$ cat src/rtl/spi_cmd_pkg.sv
// Shared command codes, FSM state encoding and status-byte layout for the SPI command sequencer.
package spi_cmd_pkg;

    localparam logic [7:0] CMD_WRITE  = 8'h01;
    localparam logic [7:0] CMD_READ   = 8'h02;
    localparam logic [7:0] CMD_STATUS = 8'h03;

    typedef enum logic [2:0] {
        ST_IDLE,
        ST_CMD,
        ST_ADDR,
        ST_WDATA,
        ST_RDATA,
        ST_DISCARD
    } state_t;

    typedef struct packed {
        logic       last_ok;
        logic       underrun;
        logic [1:0] rsvd;
        logic [3:0] err_lo;
    } status_t;

    function automatic logic [7:0] sat_inc8(input logic [7:0] v);
        return (v == 8'hFF) ? v : v + 8'd1;
    endfunction

endpackage

$ cat src/rtl/spi_cmd_regbank.sv
// Config register bank: NUM_REGS bytes, one synchronous write port, combinational read mux.
module spi_cmd_regbank #(
    parameter int         NUM_REGS  = 4,
    parameter int         ADDR_W    = $clog2(NUM_REGS),
    parameter logic [7:0] THR_RESET = 8'd30
) (
    input  logic                  clk_in,
    input  logic                  rst,
    input  logic                  i_we,
    input  logic [ADDR_W-1:0]     i_waddr,
    input  logic [7:0]            i_wdata,
    input  logic [ADDR_W-1:0]     i_raddr,
    output logic [7:0]            o_rdata,
    output logic [NUM_REGS*8-1:0] o_regs
);

    logic [7:0] r_regs [NUM_REGS];

    // Reg0 is the LED threshold and comes out of reset at THR_RESET.
    always_ff @(posedge clk_in) begin
        if (rst) begin
            for (int i = 0; i < NUM_REGS; i++) begin
                r_regs[i] <= (i == 0) ? THR_RESET : 8'h00;
            end
        end else if (i_we) begin
            r_regs[i_waddr] <= i_wdata;
        end
    end

    assign o_rdata = r_regs[i_raddr];

    for (genvar g = 0; g < NUM_REGS; g++) begin : g_flat
        assign o_regs[8*g +: 8] = r_regs[g];
    end

endmodule

$ cat src/rtl/spi_cmd_sequencer.sv
// Frame-level SPI command sequencer: decodes CMD/ADDR/DATA bytes, drives MISO replies, tracks frame errors.
module spi_cmd_sequencer
    import spi_cmd_pkg::*;
#(
    parameter int         NUM_REGS  = 4,
    parameter int         ADDR_W    = $clog2(NUM_REGS),
    parameter logic [7:0] THR_RESET = 8'd30
) (
    input  logic                  clk_in,
    input  logic                  rst,
    input  logic                  frame_start,
    input  logic                  frame_end,
    input  logic                  rx_valid,
    input  logic [7:0]            rx_byte,
    output logic                  tx_valid,
    output logic [7:0]            tx_byte,
    input  logic                  tx_ready,
    output logic [7:0]            cfg_threshold,
    output logic [NUM_REGS*8-1:0] cfg_regs,
    output logic                  frame_ok,
    output logic                  frame_err,
    output logic [7:0]            err_count
);

    localparam logic [7:0] NUM_REGS_B = 8'(NUM_REGS);

    state_t            r_state;
    logic [ADDR_W-1:0] r_ptr;
    logic              r_is_write, r_is_status, r_has_data;
    logic              r_tx_valid, r_frame_ok, r_frame_err;
    logic [7:0]        r_tx_byte, r_err_count;
    logic              r_underrun, r_last_ok;

    state_t            w_state_byte;
    logic              w_has_data_byte, w_frame_good, w_addr_ok, w_we;
    logic [ADDR_W-1:0] w_rd_addr;
    logic [7:0]        w_rd_data;
    status_t           w_status;

    assign w_addr_ok = (rx_byte < NUM_REGS_B);
    assign w_we      = (r_state == ST_WDATA) && rx_valid && !frame_start;
    assign w_rd_addr = (r_state == ST_ADDR) ? rx_byte[ADDR_W-1:0] : r_ptr + ADDR_W'(1);
    assign w_status  = status_t'({r_last_ok, r_underrun, 2'b00, r_err_count[3:0]});

    // State as it stands once this cycle's byte is consumed; frame_end is judged against it.
    always_comb begin
        w_state_byte    = r_state;
        w_has_data_byte = r_has_data;
        if (rx_valid) begin
            case (r_state)
                ST_CMD: begin
                    if (rx_byte == CMD_WRITE || rx_byte == CMD_READ) w_state_byte = ST_ADDR;
                    else if (rx_byte == CMD_STATUS)                  w_state_byte = ST_RDATA;
                    else                                             w_state_byte = ST_DISCARD;
                end
                ST_ADDR: begin
                    w_has_data_byte = 1'b0;
                    if (!w_addr_ok)      w_state_byte = ST_DISCARD;
                    else if (r_is_write) w_state_byte = ST_WDATA;
                    else                 w_state_byte = ST_RDATA;
                end
                ST_WDATA: w_has_data_byte = 1'b1;
                default: ;
            endcase
        end
        w_frame_good = ((w_state_byte == ST_WDATA) && w_has_data_byte) ||
                       (w_state_byte == ST_RDATA);
    end

    always_ff @(posedge clk_in) begin
        if (rst) begin
            r_state     <= ST_IDLE;
            r_ptr       <= '0;
            r_is_write  <= 1'b0;
            r_is_status <= 1'b0;
            r_has_data  <= 1'b0;
            r_tx_valid  <= 1'b0;
            r_tx_byte   <= 8'h00;
            r_frame_ok  <= 1'b0;
            r_frame_err <= 1'b0;
            r_err_count <= 8'h00;
            r_underrun  <= 1'b0;
            r_last_ok   <= 1'b0;
        end else begin
            r_frame_ok  <= 1'b0;
            r_frame_err <= 1'b0;
            if (r_tx_valid && tx_ready) r_tx_valid <= 1'b0;

            if (frame_start) begin
                if (r_state != ST_IDLE) begin
                    r_frame_err <= 1'b1;
                    r_last_ok   <= 1'b0;
                    r_err_count <= sat_inc8(r_err_count);
                end
                r_state    <= ST_CMD;
                r_tx_valid <= 1'b0;
                r_has_data <= 1'b0;
            end else if (r_state != ST_IDLE) begin
                if (rx_valid) begin
                    case (r_state)
                        ST_CMD: begin
                            r_is_write  <= (rx_byte == CMD_WRITE);
                            r_is_status <= (rx_byte == CMD_STATUS);
                            if (rx_byte == CMD_STATUS) begin
                                r_tx_byte  <= w_status;
                                r_tx_valid <= 1'b1;
                            end
                        end
                        ST_ADDR: begin
                            if (w_addr_ok) begin
                                r_ptr <= rx_byte[ADDR_W-1:0];
                                if (!r_is_write) begin
                                    r_tx_byte  <= w_rd_data;
                                    r_tx_valid <= 1'b1;
                                end
                            end
                        end
                        ST_WDATA: r_ptr <= r_ptr + ADDR_W'(1);
                        ST_RDATA: begin
                            if (r_tx_valid && !tx_ready) r_underrun <= 1'b1;
                            r_ptr      <= r_ptr + ADDR_W'(1);
                            r_tx_byte  <= r_is_status ? w_status : w_rd_data;
                            r_tx_valid <= 1'b1;
                        end
                        default: ;
                    endcase
                end
                r_state    <= w_state_byte;
                r_has_data <= w_has_data_byte;

                if (frame_end) begin
                    r_state    <= ST_IDLE;
                    r_tx_valid <= 1'b0;
                    if (w_frame_good) begin
                        r_frame_ok <= 1'b1;
                        r_last_ok  <= 1'b1;
                    end else begin
                        r_frame_err <= 1'b1;
                        r_last_ok   <= 1'b0;
                        r_err_count <= sat_inc8(r_err_count);
                    end
                end
            end
        end
    end

    spi_cmd_regbank #(
        .NUM_REGS  (NUM_REGS),
        .ADDR_W    (ADDR_W),
        .THR_RESET (THR_RESET)
    ) u_regbank (
        .clk_in  (clk_in),
        .rst     (rst),
        .i_we    (w_we),
        .i_waddr (r_ptr),
        .i_wdata (rx_byte),
        .i_raddr (w_rd_addr),
        .o_rdata (w_rd_data),
        .o_regs  (cfg_regs)
    );

    assign tx_valid      = r_tx_valid;
    assign tx_byte       = r_tx_byte;
    assign frame_ok      = r_frame_ok;
    assign frame_err     = r_frame_err;
    assign err_count     = r_err_count;
    assign cfg_threshold = cfg_regs[7:0];

endmodule

$ cat config.mk
export PLATFORM = sky130hd
export DESIGN_NAME = spi_cmd_sequencer
export DESIGN_NICKNAME = d
export VERILOG_FILES = /design/src/rtl/spi_cmd_pkg.sv /design/src/rtl/spi_cmd_regbank.sv /design/src/rtl/spi_cmd_sequencer.sv
export SDC_FILE = /design/constraint.sdc
export NUM_CORES = 1
export LEC_CHECK = 0
export CAP_MARGIN = 20
export CORE_MARGIN = 2
export CORE_UTILIZATION = 50
export CTS_CLUSTER_SIZE = 40
export DETAILED_ROUTE_END_ITERATION = 8
export PLACE_DENSITY = 0.8
export SLEW_MARGIN = 20
export SYNTH_ARGS = -nofsm -noshare
export SYNTH_HDL_FRONTEND = slang
export SYNTH_SLANG_ARGS = --single-unit
$ cat constraint.sdc
create_clock -name clk_in -period 2.9 [get_ports clk_in]
set_clock_uncertainty 0.1 [all_clocks]
set_input_delay 0.435 -clock clk_in [delete_from_list [all_inputs] [get_ports clk_in]]
set_output_delay 0.435 -clock clk_in [all_outputs]
set_load 0.005 [all_outputs]
==> impl_metrics.env, run 1 <==
export IMPL_status="completed"
export IMPL_via_per_inst=5.60
export IMPL_dr_pass1_iters=4
export IMPL_boundaryPins=73
export IMPL_grt_max_degree=32
export IMPL_area_growth_pct=32.7
export IMPL_slowest_delay_ns=0.53
export IMPL_num_vias=2574
export IMPL_cts_setup_buffers=0
export IMPL_finalSetupTns_ns=0
export IMPL_critPathSlowestCell="dfxtp_1"
export IMPL_fmax_ghz=0.369
export IMPL_min_period_over_period_pct=93.4
export IMPL_cp_arrival_ns=2.59
export IMPL_clkTransAtPathRegs_ns=0.06
export IMPL_clock_latency_ns=0.33
export IMPL_die_w_um=82.3
export IMPL_cts_buffers=9
export IMPL_ctsHoldBuffers=0
export IMPL_clock_path_buffers=2
export IMPL_drv_slew=0
export IMPL_h_tree_depth=3
export IMPL_hold_viol_final=0
export IMPL_core_um2=5920
export IMPL_cts_root_buf="clkbuf_8"
export IMPL_synthFlopType="edfxtp_1"
export IMPL_drc=0
export IMPL_max_slew_margin_pct=55.6
export IMPL_tightest_slew_ns=0.661
export IMPL_wl_mm=7.99
export IMPL_ir_drop_v=0.000318
export IMPL_ys_ff_latch=61
export IMPL_initial_core_util_pct=51.8
export IMPL_placed_cell_area_um2=3910
export IMPL_num_rows=28
export IMPL_syn_nets=315
export IMPL_numPortBuffers=72
export IMPL_grt_pass1_vias=2527
export IMPL_grt_setup_unrepaired="false"
export IMPL_cts_sinks=61
export IMPL_grt_ovfl_total=0
export IMPL_worst_setup_path_type="reg2reg"
export IMPL_syn_inst=300
export IMPL_ant_nets=0
export IMPL_min_period_ns=2.71
export IMPL_gp_congestion=0.855
export IMPL_syn_area_um2=3070
export IMPL_power_density_nw_per_um2=427
export IMPL_grt_pass1_wl_mm=12.5
export IMPL_drive_gt1_share_pct=14.0
export IMPL_critical_path_startpoint_type="register"
export IMPL_hold_worst_slack_ns=0.375
export IMPL_finalInstanceArea_um2=4070
export IMPL_dp_hpwl_mm=5.86
export IMPL_yosysSeqAreaShare_pct=50.2
export IMPL_cap_violations=0
export IMPL_post_cts_resized=0
export IMPL_dieArea_um2=6780
export IMPL_drt_iter0_drc=184
export IMPL_synth_warnings=0
export IMPL_crit_fanout=11
export IMPL_antenna_found_initial=0
export IMPL_synth_edf_count=32
export IMPL_cts_tree="done"
export IMPL_ys_types=48
export IMPL_end_kind="register"
export IMPL_hold_path_class="reg2reg"
export IMPL_wl_per_cell_um=17.4
export IMPL_diodes=0
export IMPL_crit_required_ns=2.78
export IMPL_finalNonFillerCells=460
export IMPL_ys_async_sr_fraction_pct=0
export IMPL_p_leak_uw=0.00145
export IMPL_setup_violations=0
export IMPL_dp_cells=444
export IMPL_path_cells="nor2b_1 > nand3_1 > nor3_1 > nand2_1 > nand2b_1"
export IMPL_dieHeight_um=82.3
export IMPL_nets=395
export IMPL_synth_avg_cell_area_um2=10.2
export IMPL_grt_use_total_pct=25.2
[synth_stat cells (2+ instances only)]
master,instances,area [um2]
and2_1,13,81.3
a31oi_1,4,25.0
nand3_1,12,60.1
a32oi_1,2,17.5
o31ai_1,2,15.0
o21ai_1,6,30.0
xor2_1,2,17.5
and3_1,5,31.3
nand4_1,2,12.5
or2_2,5,31.3
nand3b_1,3,22.5
a211oi_1,7,52.6
nor2b_1,5,31.3
nor2_1,40,150
mux2i_1,9,90.1
o32a_1,2,20.0
nor3_1,10,50.1
edfxtp_1,32,961
nand2b_1,5,31.3
o21ai_0,4,20.0
buf_2,4,20.0
a21oi_1,19,95.1
nand2_1,17,63.8
nand4bb_1,2,22.5
or3_1,5,31.3
dfxtp_1,29,581
mux4_2,8,180
clkbuf_1,12,45.0
inv_1,8,30.0
buf_4,8,60.1
[worst max-delay path, delay by kind of cell, from the launching register on]
kind             cells  cell delay (ns)
flip-flops           1             0.53
AND/OR/NAND/NOR      5             1.73
[report_power, final]
part / internal (uW) / total, uW / switching (uW) / leakage, uW
clock network: 333 / 648 / 315 / 0.0000807
logic: 78.7 / 153 / 74.4 / 0.000818
registers: 924 / 938 / 13.9 / 0.000551
total: 1340 / 1740 / 403 / 0.00145
[cell type report]
type                       count  area [um2]
inverter                       8        30.0
tap                           75        93.8
clock inverter                 2        12.5
multi-input combinational    206        1360
sequential                    61        1540
clock buffer                  14         153
fill                         478        1850
timing repair buffer          94         886
[routing by layer]
layer	share of wire (%)	track usage, %	vias up
met5	0	0	-
li1	-	-	1238
met4	1.6	9.67	0
met3	7.0	5.87	11
met2	51	43.1	106
met1	41	30.8	1219
[per-stage QoR]
stage          utilization, %  worst slack (ns)  power (uW)
3_3_place_gp             66.0            0.0443        1100
5_1_grt                  68.8            0.0120        1800
6_report                 68.8             0.191        1740
3_5_place_dp             66.0           -0.0616        1110
4_1_cts                  68.8             0.224        1740
2_1_floorplan               -             0.450        1020
[registers in the layout (all words and copies together) (netlist names)]
| signal | cells |
|---|---|
| u_regbank.r_regs | 32 |
| err_count | 8 |
| tx_byte | 8 |
| r_state | 3 |
| r_ptr | 2 |
| frame_err | 1 |
| frame_ok | 1 |
| r_has_data | 1 |
| r_is_status | 1 |
| r_is_write | 1 |
| r_last_ok | 1 |
| r_underrun | 1 |
| tx_valid | 1 |
[cell usage in the layout (no fill, tap or decap), types with 5 or more instances in the layout]
cell	count
o21ai_1	6
or2_2	5
nor2b_1	5
nor2_1	40
mux2i_1	9
edfxtp_1	32
buf_4	22
inv_1	8
or3_1	5
dfxtp_1	29
nor3_1	10
nand2b_1	5
nand3_1	12
and3_1	5
a211oi_1	7
nand2_1	17
mux4_2	8
clkdlybuf4s50_1	72
clkbuf_8	10
a21oi_1	19
and2_1	13
[path summary, 6_finish.rpt]
path              slack (ns)  cells after the start        from                      to
hold reg to reg         0.37                      2   r_last_ok               r_last_ok
setup / recovery        0.19                      5  r_state[1]  u_regbank.r_regs[0][7]
setup reg to reg        0.19                      5  r_state[1]  u_regbank.r_regs[0][7]
hold / removal          0.37                      2   r_last_ok               r_last_ok
[cell families (layout without fill, tap and decap cells)]
| family | Yosys count | count (layout) | synth area share [%] |
|---|---|---|---|
| buffers and inverters | 33 | 118 | 5.54 |
| AND/OR/NAND/NOR | 132 | 132 | 23.0 |
| adder cells (fa/ha/maj) | 1 | 1 | 0.408 |
| XOR/XNOR | 3 | 3 | 0.856 |
| AO/OA/AOI/OAI | 53 | 53 | 11.2 |
| flip-flops | 61 | 61 | 50.2 |
| multiplexers | 17 | 17 | 8.81 |
No activity file was read; power rests on OpenSTA's default activity.
==> run 2, diff against run 1 <==
CAP_MARGIN = not set   (was 20)
==> results of run 2 <==
The final DEF is identical to that of run 1; final timing and power are the same.
